**src/rtl/jtag_pkg.sv**
```systemverilog
`default_nettype none
// ============================================================================
// Module      : jtag_pkg
// Description : Shared definitions for the JTAG TAP driver: 1149.1 TAP state
//               codes, driver FSM encoding and the TAP next-state function.
// Revision    : 1.0 - initial release
// ============================================================================
package jtag_pkg;

   localparam int FSM_SIZE = 4;

   // IEEE 1149.1 TAP controller state codes
   localparam logic [FSM_SIZE-1:0] c_TAP_TLR      = 4'hF;
   localparam logic [FSM_SIZE-1:0] c_TAP_RTI      = 4'hC;
   localparam logic [FSM_SIZE-1:0] c_TAP_SEL_DR   = 4'h7;
   localparam logic [FSM_SIZE-1:0] c_TAP_CAP_DR   = 4'h6;
   localparam logic [FSM_SIZE-1:0] c_TAP_SHIFT_DR = 4'h2;
   localparam logic [FSM_SIZE-1:0] c_TAP_EXIT1_DR = 4'h1;
   localparam logic [FSM_SIZE-1:0] c_TAP_PAUSE_DR = 4'h3;
   localparam logic [FSM_SIZE-1:0] c_TAP_EXIT2_DR = 4'h0;
   localparam logic [FSM_SIZE-1:0] c_TAP_UPD_DR   = 4'h5;
   localparam logic [FSM_SIZE-1:0] c_TAP_SEL_IR   = 4'h4;
   localparam logic [FSM_SIZE-1:0] c_TAP_CAP_IR   = 4'hE;
   localparam logic [FSM_SIZE-1:0] c_TAP_SHIFT_IR = 4'hA;
   localparam logic [FSM_SIZE-1:0] c_TAP_EXIT1_IR = 4'h9;
   localparam logic [FSM_SIZE-1:0] c_TAP_PAUSE_IR = 4'hB;
   localparam logic [FSM_SIZE-1:0] c_TAP_EXIT2_IR = 4'h8;
   localparam logic [FSM_SIZE-1:0] c_TAP_UPD_IR   = 4'hD;

   // Driver sequencing states
   typedef enum logic [1:0] {
      DRV_RESET_SEQ = 2'd0,
      DRV_IDLE      = 2'd1,
      DRV_SCAN      = 2'd2
   } drv_state_t;

   // Standard TAP transition for the given TMS value
   function automatic logic [FSM_SIZE-1:0] tap_next(input logic [FSM_SIZE-1:0] s,
                                                    input logic tms);
      logic [FSM_SIZE-1:0] n;
      n = c_TAP_TLR;
      case (s)
         c_TAP_TLR      : n = tms ? c_TAP_TLR      : c_TAP_RTI;
         c_TAP_RTI      : n = tms ? c_TAP_SEL_DR   : c_TAP_RTI;
         c_TAP_SEL_DR   : n = tms ? c_TAP_SEL_IR   : c_TAP_CAP_DR;
         c_TAP_CAP_DR   : n = tms ? c_TAP_EXIT1_DR : c_TAP_SHIFT_DR;
         c_TAP_SHIFT_DR : n = tms ? c_TAP_EXIT1_DR : c_TAP_SHIFT_DR;
         c_TAP_EXIT1_DR : n = tms ? c_TAP_UPD_DR   : c_TAP_PAUSE_DR;
         c_TAP_PAUSE_DR : n = tms ? c_TAP_EXIT2_DR : c_TAP_PAUSE_DR;
         c_TAP_EXIT2_DR : n = tms ? c_TAP_UPD_DR   : c_TAP_SHIFT_DR;
         c_TAP_UPD_DR   : n = tms ? c_TAP_SEL_DR   : c_TAP_RTI;
         c_TAP_SEL_IR   : n = tms ? c_TAP_TLR      : c_TAP_CAP_IR;
         c_TAP_CAP_IR   : n = tms ? c_TAP_EXIT1_IR : c_TAP_SHIFT_IR;
         c_TAP_SHIFT_IR : n = tms ? c_TAP_EXIT1_IR : c_TAP_SHIFT_IR;
         c_TAP_EXIT1_IR : n = tms ? c_TAP_UPD_IR   : c_TAP_PAUSE_IR;
         c_TAP_PAUSE_IR : n = tms ? c_TAP_EXIT2_IR : c_TAP_PAUSE_IR;
         c_TAP_EXIT2_IR : n = tms ? c_TAP_UPD_IR   : c_TAP_SHIFT_IR;
         c_TAP_UPD_IR   : n = tms ? c_TAP_SEL_DR   : c_TAP_RTI;
         default        : n = c_TAP_TLR;
      endcase
      return n;
   endfunction

endpackage : jtag_pkg
`default_nettype wire

```
**src/rtl/jtag_tap_shadow.sv**
```systemverilog
`default_nettype none
// ============================================================================
// Module      : jtag_tap_shadow
// Description : TAP controller state register. Tracks the target TAP state
//               from TMS on the shared TCK; also usable as a bench reference.
// Revision    : 1.0 - initial release
// ============================================================================
module jtag_tap_shadow
   import jtag_pkg::*;
(
   input  logic                TCK,
   input  logic                TRST,
   input  logic                TMS,
   output logic [FSM_SIZE-1:0] state
);

   // Advance one TAP transition per TCK edge; TRST forces Test-Logic-Reset
   always_ff @(posedge TCK) begin
      if (TRST) begin
         state <= c_TAP_TLR;
      end else begin
         state <= tap_next(state, TMS);
      end
   end

endmodule : jtag_tap_shadow
`default_nettype wire

```
**src/rtl/jtag_tap_driver.sv**
```systemverilog
`default_nettype none
// ============================================================================
// Module      : jtag_tap_driver
// Description : JTAG initiator. Runs a TAP reset sequence, then accepts single
//               IR/DR scan commands and generates registered TMS/TDI, returning
//               the TDO bits shifted out. Keeps a shadow copy of the TAP state.
// Config      : JTAG_TDO_CAPTURE_EN - when defined, TDO is captured into
//               data_out; otherwise data_out is constant 0.
// Revision    : 1.0 - initial release
// ============================================================================
module jtag_tap_driver
   import jtag_pkg::*;
#(
   parameter int MAX_LEN = 32,
   parameter int LEN_W   = 6
)(
   input  logic                TCK,
   input  logic                TRST,
   input  logic                start,
   input  logic                is_ir,
   input  logic [LEN_W-1:0]    len,
   input  logic [MAX_LEN-1:0]  data_in,
   input  logic                TDO,
   output logic                TMS,
   output logic                TDI,
   output logic                busy,
   output logic                done,
   output logic [MAX_LEN-1:0]  data_out,
   output logic [FSM_SIZE-1:0] tap_state
);

   localparam logic [LEN_W-1:0] c_MAX_LEN = LEN_W'(MAX_LEN);

   drv_state_t          r_drv;
   logic                r_is_ir;
   logic [LEN_W-1:0]    r_len;
   logic [LEN_W-1:0]    r_cnt;
   logic [MAX_LEN-1:0]  r_din;

   logic [FSM_SIZE-1:0] w_nxt;
   logic                w_in_shift;
   logic [LEN_W-1:0]    w_idx;
   logic                w_last;
   logic                w_cmd_ok;

   jtag_tap_shadow u_shadow (
      .TCK   (TCK),
      .TRST  (TRST),
      .TMS   (TMS),
      .state (tap_state)
   );

   // The TMS/TDI registered now are seen by the TAP at the next edge, so
   // decisions are made on the state the TAP enters at this edge (w_nxt).
   assign w_nxt      = tap_next(tap_state, TMS);
   assign w_in_shift = (tap_state == c_TAP_SHIFT_DR) || (tap_state == c_TAP_SHIFT_IR);
   // Index of the shift bit the coming edge will perform
   assign w_idx      = r_cnt + LEN_W'(w_in_shift);
   assign w_last     = (w_idx == (r_len - LEN_W'(1)));
   assign w_cmd_ok   = start && (len != '0) && (len <= c_MAX_LEN);

   // Driver FSM: reset sequence, idle in RTI, scan walk back to RTI
   always_ff @(posedge TCK) begin
      if (TRST) begin
         r_drv   <= DRV_RESET_SEQ;
         TMS     <= 1'b1;
         TDI     <= 1'b0;
         busy    <= 1'b1;
         done    <= 1'b0;
         r_cnt   <= '0;
         r_is_ir <= 1'b0;
         r_len   <= '0;
         r_din   <= '0;
      end else begin
         done <= 1'b0;
         case (r_drv)
            DRV_RESET_SEQ: begin
               // Five edges of TMS=1 hold TLR, one edge of TMS=0 enters RTI
               r_cnt <= r_cnt + LEN_W'(1);
               if (r_cnt == LEN_W'(4)) begin
                  TMS <= 1'b0;
               end
               if (r_cnt == LEN_W'(5)) begin
                  r_drv <= DRV_IDLE;
                  busy  <= 1'b0;
               end
            end
            DRV_IDLE: begin
               TMS <= 1'b0;
               TDI <= 1'b0;
               if (w_cmd_ok) begin
                  r_is_ir <= is_ir;
                  r_len   <= len;
                  r_din   <= data_in;
                  r_cnt   <= '0;
                  TMS     <= 1'b1;
                  busy    <= 1'b1;
                  r_drv   <= DRV_SCAN;
               end
            end
            DRV_SCAN: begin
               if (w_in_shift) begin
                  r_cnt <= r_cnt + LEN_W'(1);
                  r_din <= r_din >> 1;
               end
               TDI <= 1'b0;
               case (w_nxt)
                  c_TAP_SEL_DR   : TMS <= r_is_ir;
                  c_TAP_SEL_IR,
                  c_TAP_CAP_DR,
                  c_TAP_CAP_IR   : TMS <= 1'b0;
                  c_TAP_SHIFT_DR,
                  c_TAP_SHIFT_IR : begin
                     TMS <= w_last;
                     // r_din shifts at this edge when already shifting
                     TDI <= w_in_shift ? r_din[1] : r_din[0];
                  end
                  c_TAP_EXIT1_DR,
                  c_TAP_EXIT1_IR : TMS <= 1'b1;
                  c_TAP_UPD_DR,
                  c_TAP_UPD_IR   : TMS <= 1'b0;
                  c_TAP_RTI      : begin
                     TMS   <= 1'b0;
                     done  <= 1'b1;
                     busy  <= 1'b0;
                     r_drv <= DRV_IDLE;
                  end
                  default        : TMS <= 1'b0;
               endcase
            end
            default: r_drv <= DRV_RESET_SEQ;
         endcase
      end
   end

`ifdef JTAG_TDO_CAPTURE_EN
   logic [MAX_LEN-1:0] r_cap;
   // No TRST clear: an aborted scan leaves the previous result visible
   logic [MAX_LEN-1:0] r_dout = '0;
   logic               w_finish;

   assign w_finish = (r_drv == DRV_SCAN) && (w_nxt == c_TAP_RTI);

   // TDO enters at the MSB so the first bit lands at the LSB after alignment
   always_ff @(posedge TCK) begin
      if (TRST) begin
         r_cap <= '0;
      end else if ((r_drv == DRV_IDLE) && w_cmd_ok) begin
         r_cap <= '0;
      end else if ((r_drv == DRV_SCAN) && w_in_shift) begin
         r_cap <= {TDO, r_cap[MAX_LEN-1:1]};
      end
   end

   // Right-align the captured bits on return to RTI
   always_ff @(posedge TCK) begin
      if (!TRST && w_finish) begin
         r_dout <= r_cap >> (c_MAX_LEN - r_len);
      end
   end

   assign data_out = r_dout;
`else
   logic w_unused_tdo;
   assign w_unused_tdo = TDO;
   assign data_out     = '0;
`endif

endmodule : jtag_tap_driver
`default_nettype wire

```
**config.mk**
```make
export PLATFORM = sky130hd
export DESIGN_NAME = jtag_tap_driver
export DESIGN_NICKNAME = d
export VERILOG_FILES = /design/src/rtl/jtag_pkg.sv /design/src/rtl/jtag_tap_shadow.sv /design/src/rtl/jtag_tap_driver.sv
export SDC_FILE = /design/constraint.sdc
export NUM_CORES = 1
export LEC_CHECK = 0
export BUFFER_PORTS_ARGS = -buffer_cell sky130_fd_sc_hd__buf_2
export CELL_PAD_IN_SITES_DETAIL_PLACEMENT = 1
export CELL_PAD_IN_SITES_GLOBAL_PLACEMENT = 2
export CORE_MARGIN = 1.5
export CORE_UTILIZATION = 35
export DETAILED_ROUTE_END_ITERATION = 10
export PLACE_DENSITY = 0.82
export SYNTH_ARGS = -nofsm -noshare
export SYNTH_HDL_FRONTEND = slang
export SYNTH_HIERARCHICAL = 1
export SYNTH_SLANG_ARGS = --single-unit
```
**constraint.sdc**
```tcl
create_clock -name TCK -period 6 [get_ports TCK]
set_input_delay 0.9 -clock TCK [delete_from_list [all_inputs] [get_ports TCK]]
set_output_delay 0.9 -clock TCK [all_outputs]
set_load 0.05 [all_outputs]
```
==> results of run 1 <==
-- cell type report --
| type | instances | area [sq um] | area share |
|---|---|---|---|
| multi-input cells | 277 | 1970 | 0.543 |
| clock buffers | 5 | 68.8 | 0.0189 |
| clock inverters | 3 | 22.5 | 0.00619 |
| repair buffers | 51 | 260 | 0.0716 |
| well taps | 129 | 161 | 0.0444 |
| flip-flops and latches | 55 | 1100 | 0.303 |
| inverters | 13 | 48.8 | 0.0134 |
-- cell usage after synthesis (all sizes together) (7+ instances only) --
master / instances
dfxtp: 55
a211oi: 31
nor2: 57
nor3: 7
clkbuf: 14
mux2i: 38
inv: 13
a21oi: 16
buf: 41
nand2: 16
xnor2: 11
o21ai: 11
ha: 10
-- final timing paths --
check,startpoint,to,depth (start not counted)
hold / removal,r_din[31]$_SDFFE_PP0P_,r_din[31]$_SDFFE_PP0P_,2
setup / recovery,len[3],r_din[16]$_SDFFE_PP0P_,8
hold reg to reg,r_din[31]$_SDFFE_PP0P_,r_din[31]$_SDFFE_PP0P_,2
setup reg to reg,r_drv[0]$_SDFFE_PP0P_,r_din[12]$_SDFFE_PP0P_,7
-- layer usage --
layer / vias to the layer above / GRT usage / part of all wire
met5: - / 0 / 0
met4: 0 / 0.0353 / 0.0089
met3: 7 / 0.0228 / 0.035
met2: 46 / 0.256 / 0.50
met1: 1227 / 0.169 / 0.45
li1: 1284 / - / -
-- cells by family (layout without fill, tap and decap cells) --
kind of cell,count (synthesis),after routing,share of synthesized area
DFF,55,55,0.326
xor gates and xnor gates,14,14,0.0363
and+or+nand+nor,108,108,0.156
other,1,32,0.00111
buffers and inverters,68,72,0.125
adders and majority gates,11,11,0.0400
AOI/OAI and AO/OA,74,74,0.203
muxes,38,38,0.113
-- where the power goes --
part           internal [uW]  switching, uW
sequential               480            108
combinational            256            400
clock                   84.1            131
-- sequential cells by signal, indices dropped and copies added, names as in the netlist --
register	cells
r_din	32
done	1
TDI	1
TMS	1
r_is_ir	1
r_cnt	6
r_drv	2
r_len	6
u_shadow/state	4
busy	1
-- per-stage QoR --
| stage | hold slack (ns) | area, sq um |
|---|---|---|
| CTS | 0.487 | 3640 |
| global placement | 0.460 | 3540 |
| global route | 0.518 | 3640 |
| floorplan | 0.445 | 3490 |
| detailed placement | 0.465 | 3540 |
| finish | 0.480 | 3640 |
-- worst register-to-register path, cell delays in order, from the launching register on --
cell      delay, ns
dfxtp_1        0.35
inv_1          0.11
ha_2           0.88
inv_1          0.35
o211a_2        0.52
buf_4          0.37
nor2_1         0.20
a211oi_2       0.06
==> flow_metrics.py, run 1 <==
metrics = {
    "logic_synthesis": {
        "yosysTopAreaCellShare": 0.326,
        "synthArstFlopShare": 0,
        "ys_ff_latch": 55,
        "synth_cell_type_count": 53,
        "synthTopCellsByArea": "dfxtp_1 (33%), mux2i_1 (11%), a211oi_2 (10%)",
        "yosys.area.top_type": "dfxtp_1",
        "netlist_area_sq_um": 3380,
        "postSynthCellCount": 369,
        "synth-edff-count": 0,
        "synthFlopType": "dfxtp_1",
        "yosysSeqAreaShare": 0.326,
        "syn_avg_cell_area_sq_um": 9.15,
        "ys_warn_count": 6,
    },
    "detailed_routing": {
        "drc": 0,
        "wl_per_cell_microns": 12.9,
        "num_vias": 2564,
        "drt-vias-per-instance": 4.81,
        "drt_wl_total_microns": 6870,
        "antenna_left": 0,
        "dr.pass1.iters": 5,
        "drt_iter0_drc": 91,
    },
    "critical_path": {
        "arrival_ns": 3.38,
        "crit_family": "compound AO/OA/AOI/OAI gates",
        "path_cells": "buf_2 -> or3_4 -> o21a_4 -> o31ai_4 -> o211a_2 -> buf_4 -> nor2_1 -> a211oi_2",
        "crit_path_start_kind": "input port",
        "slowest_stage": "o211a_2",
        "required_ns": 6.24,
        "reg2reg_slack_ns": 3.04,
        "critPathKind": "in -> reg",
        "cp_num_buf_inv": 2,
        "cp-end-kind": "flop",
        "crit_path_max_fanout": 44,
        "critical_path.max_stage_delay_ns": 0.56,
    },
    "floorplan": {
        "dieHeight_microns": 101,
        "core_area_sq_um": 9280,
        "start_util": 0.364,
        "die_w_microns": 101,
        "rows": 35,
        "ios": 83,
        "dieArea_sq_um": 10200,
    },
    "power_and_ir_drop": {
        "power.leakage_uw": 0.00134,
        "power_density_nw_per_um2": 401,
        "total_power_uw": 1460,
        "peakVddDrop_mv": 0.119,
    },
    "placement": {
        "place_inst": 525,
        "gp_congestion": 0.713,
        "hpwl_microns": 4900,
        "io_buffer_count": 49,
        "dp_slack_ns": 2.50,
    },
    "run_status": {
        "status": "finished clean",
    },
    "finish": {
        "fillers": 1135,
        "drive_gt1_frac": 0.252,
        "antenna_cells": 0,
        "areaGrowthSynthToFinish_pct": 7.67,
        "post-route-util": 0.392,
        "mostFrequentLayoutCells": "nor2_1 (57), dfxtp_1 (55), buf_2 (49)",
        "final_common_cell": "nor2_1",
        "instances_no_fill": 533,
        "nets": 456,
    },
    "sta": {
        "rsz0062_at_grt": "false",
        "finalSetupViolations": 0,
        "fin_crit_ns": 3.14,
        "maxSlewViolCount": 0,
        "skew_ns": 0.0101,
        "finalCritPeriodShare": 0.524,
        "setup_slack_ns": 2.86,
        "max_freq_mhz": 318,
        "hold_viol_final": 0,
        "slew_headroom": 0.316,
        "worst_slew_pin_slew_ns": 1.03,
        "fin_tns_setup_ns": 0,
    },
    "clock_network": {
        "cts_made_buffers": 5,
        "cts_buffer_depth": 2,
        "cts.sinks": 55,
        "post_cts_resized": 0,
        "htreeDepth": 2,
        "root_buffer": "clkbuf_8",
        "cts_tree": "done",
        "post_cts_buffers": 0,
        "cts_hold_buf": 0,
        "clkTransAtPathRegs_ns": 0.10,
        "clock_latency_ns": 0.32,
    },
    "hold_path": {
        "hp-class": "reg -> reg",
    },
    "flow_run": {
        "max_cap_violations": 0,
    },
    "grt": {
        "grt.overflow.total": 0,
        "grt_max_degree": 57,
        "grt_pass1_vias": 2557,
        "antenna_found_initial": 0,
        "grt_pass1_wl_microns": 11600,
        "track_usage": 0.140,
    },
}
No activity file was read; power rests on OpenSTA's default activity.
==> run 2: changes to the inputs <==
- CORE_UTILIZATION: 35 -> 32
- PLACE_DENSITY: 0.82 -> 0.76
- clock period: 6 -> 3.2 ns (I/O delays scaled with it)
==> run 2 against run 1 <==
Net effect: combinational power increased by 100%; sequential power increased by 80%; via count decreased by 1.6%; register-to-register slack lost 2.1 ns; global-route usage shrank 1.1 points; sequential cell count stayed put; sequential share of layout area shrank 0.49 points; non-clock buffer count rose by 5; wire length is 0.19% higher; clock skew shrank 0.0036 ns.
==> flow_metrics.py, run 2 (synthesized netlist as in run 1, its figures left out) <==
metrics = {
    "hold_path": {
        "hp-class": "in -> reg",
    },
    "floorplan": {
        "core_area_sq_um": 10300,
        "start_util": 0.329,
        "rows": 37,
        "ios": 83,
        "dieArea_sq_um": 11200,
        "dieHeight_microns": 106,
        "die_w_microns": 106,
    },
    "sta": {
        "hold_viol_final": 0,
        "max_freq_mhz": 450,
        "rsz0062_at_grt": "false",
        "maxSlewViolCount": 0,
        "skew_ns": 0.00651,
        "fin_tns_setup_ns": 0,
        "slew_headroom": 0.502,
        "fin_crit_ns": 2.22,
        "finalSetupViolations": 0,
        "worst_slew_pin_slew_ns": 0.746,
        "finalCritPeriodShare": 0.694,
    },
    "clock_network": {
        "clock_latency_ns": 0.32,
        "cts_hold_buf": 0,
        "clkTransAtPathRegs_ns": 0.11,
        "cts_made_buffers": 5,
        "cts_buffer_depth": 2,
        "root_buffer": "clkbuf_8",
        "post_cts_buffers": 0,
        "cts.sinks": 55,
        "post_cts_resized": 0,
        "cts_tree": "done",
        "htreeDepth": 2,
    },
    "finish": {
        "nets": 461,
        "final_common_cell": "nor2_1",
        "largest_reg_flops": 32,
        "reg.largest.list": "r_din (32), r_cnt (6), r_len (6)",
        "mostFrequentLayoutCells": "nor2_1 (57), dfxtp_1 (55), buf_2 (49)",
        "antenna_cells": 0,
        "instances_no_fill": 545,
        "drive_gt1_frac": 0.262,
        "areaGrowthSynthToFinish_pct": 9.45,
        "stdcell_area_sq_um": 3700,
        "top_register": "r_din",
    },
    "grt": {
        "antenna_found_initial": 0,
        "grt.overflow.total": 0,
        "track_usage": 0.129,
        "grt_pass1_vias": 2577,
        "grt_max_degree": 65,
        "grt_pass1_wl_microns": 11900,
    },
    "detailed_routing": {
        "wl_per_cell_microns": 12.6,
        "drt_iter0_drc": 99,
        "num_vias": 2524,
        "drt_wl_total_microns": 6880,
        "drt-vias-per-instance": 4.63,
        "drc": 0,
        "dr.pass1.iters": 4,
        "antenna_left": 0,
    },
    "placement": {
        "hpwl_microns": 5030,
        "gp_congestion": 0.747,
        "io_buffer_count": 49,
        "place_area_sq_um": 3600,
        "place_inst": 537,
    },
    "critical_path": {
        "required_ns": 3.43,
        "critPathKind": "reg -> reg",
        "arrival_ns": 2.45,
        "crit_path_max_fanout": 3,
        "cp-end-kind": "flop",
        "crit_path_start_kind": "flop",
    },
    "flow_run": {
        "max_cap_violations": 0,
    },
    "power_and_ir_drop": {
        "total_power_uw": 2780,
        "power.leakage_uw": 0.00136,
        "peakVddDrop_mv": 0.314,
        "power_density_nw_per_um2": 752,
    },
    "run_status": {
        "status": "finished clean",
    },
}
-- run 2: cell count changes in the layout (fill, tap and decap cells not counted) --
cell and delta:
buf_4 +4, clkinvlp_4 +2, buf_12 +1, clkinv_2 -1
clkinv_4 -1
-- run 2: path summary, 6_finish.rpt --
kind         cells past startpoint  slack (ns)                         start                     end
max                              7        0.98  u_shadow/state[1]$_SDFF_PP1_        TMS$_SDFFE_PP1P_
min                              3        0.40                         is_ir    r_is_ir$_SDFFE_PP0P_
max reg2reg                      7        0.98  u_shadow/state[1]$_SDFF_PP1_        TMS$_SDFFE_PP1P_
min reg2reg                      2        0.48        r_din[31]$_SDFFE_PP0P_  r_din[31]$_SDFFE_PP0P_
-- run 2: layout make-up --
class / count / area [sq um]
clock inverters: 3 / 23.8
fillers: 1259 / 6580
flip-flops and latches: 55 / 1100
inverters: 13 / 48.8
well taps: 136 / 170
multi-input cells: 277 / 1970
clock buffers: 5 / 68.8
repair buffers: 56 / 310
-- run 2: worst max-delay path, cell delays in order, from the launching register on --
cell and delay (ns):
dfxtp_1 0.35, nor3b_1 0.48, ha_1 0.28, ha_1 0.25
xnor2_1 0.13, a2111oi_0 0.34, nand2_1 0.11, o41ai_2 0.19
-- run 2: layer usage --
layer | part of all wire | track usage | up-vias | wire length [microns]
li1 | - | - | 1291 | -
met4 | 0.010 | 0.0319 | 0 | 71
met2 | 0.50 | 0.241 | 41 | 3460
met1 | 0.45 | 0.150 | 1186 | 3080
met5 | 0 | 0 | - | 0
met3 | 0.039 | 0.0241 | 6 | 270
-- run 2: where the power goes --
part	internal, uW	total (uW)	switching, uW
clock	157	414	257
sequential	900	1060	158
combinational	514	1310	794
total	1570	2780	1210
-- run 2: per-stage QoR --
step                worst slack [ns]  hold slack, ns  utilization
floorplan                      0.783           0.445            -
global placement               0.734           0.459        0.351
detailed placement             0.695           0.469        0.351
CTS                            0.917           0.382        0.360
global route                   0.793           0.391        0.360
finish                         0.979           0.396        0.360
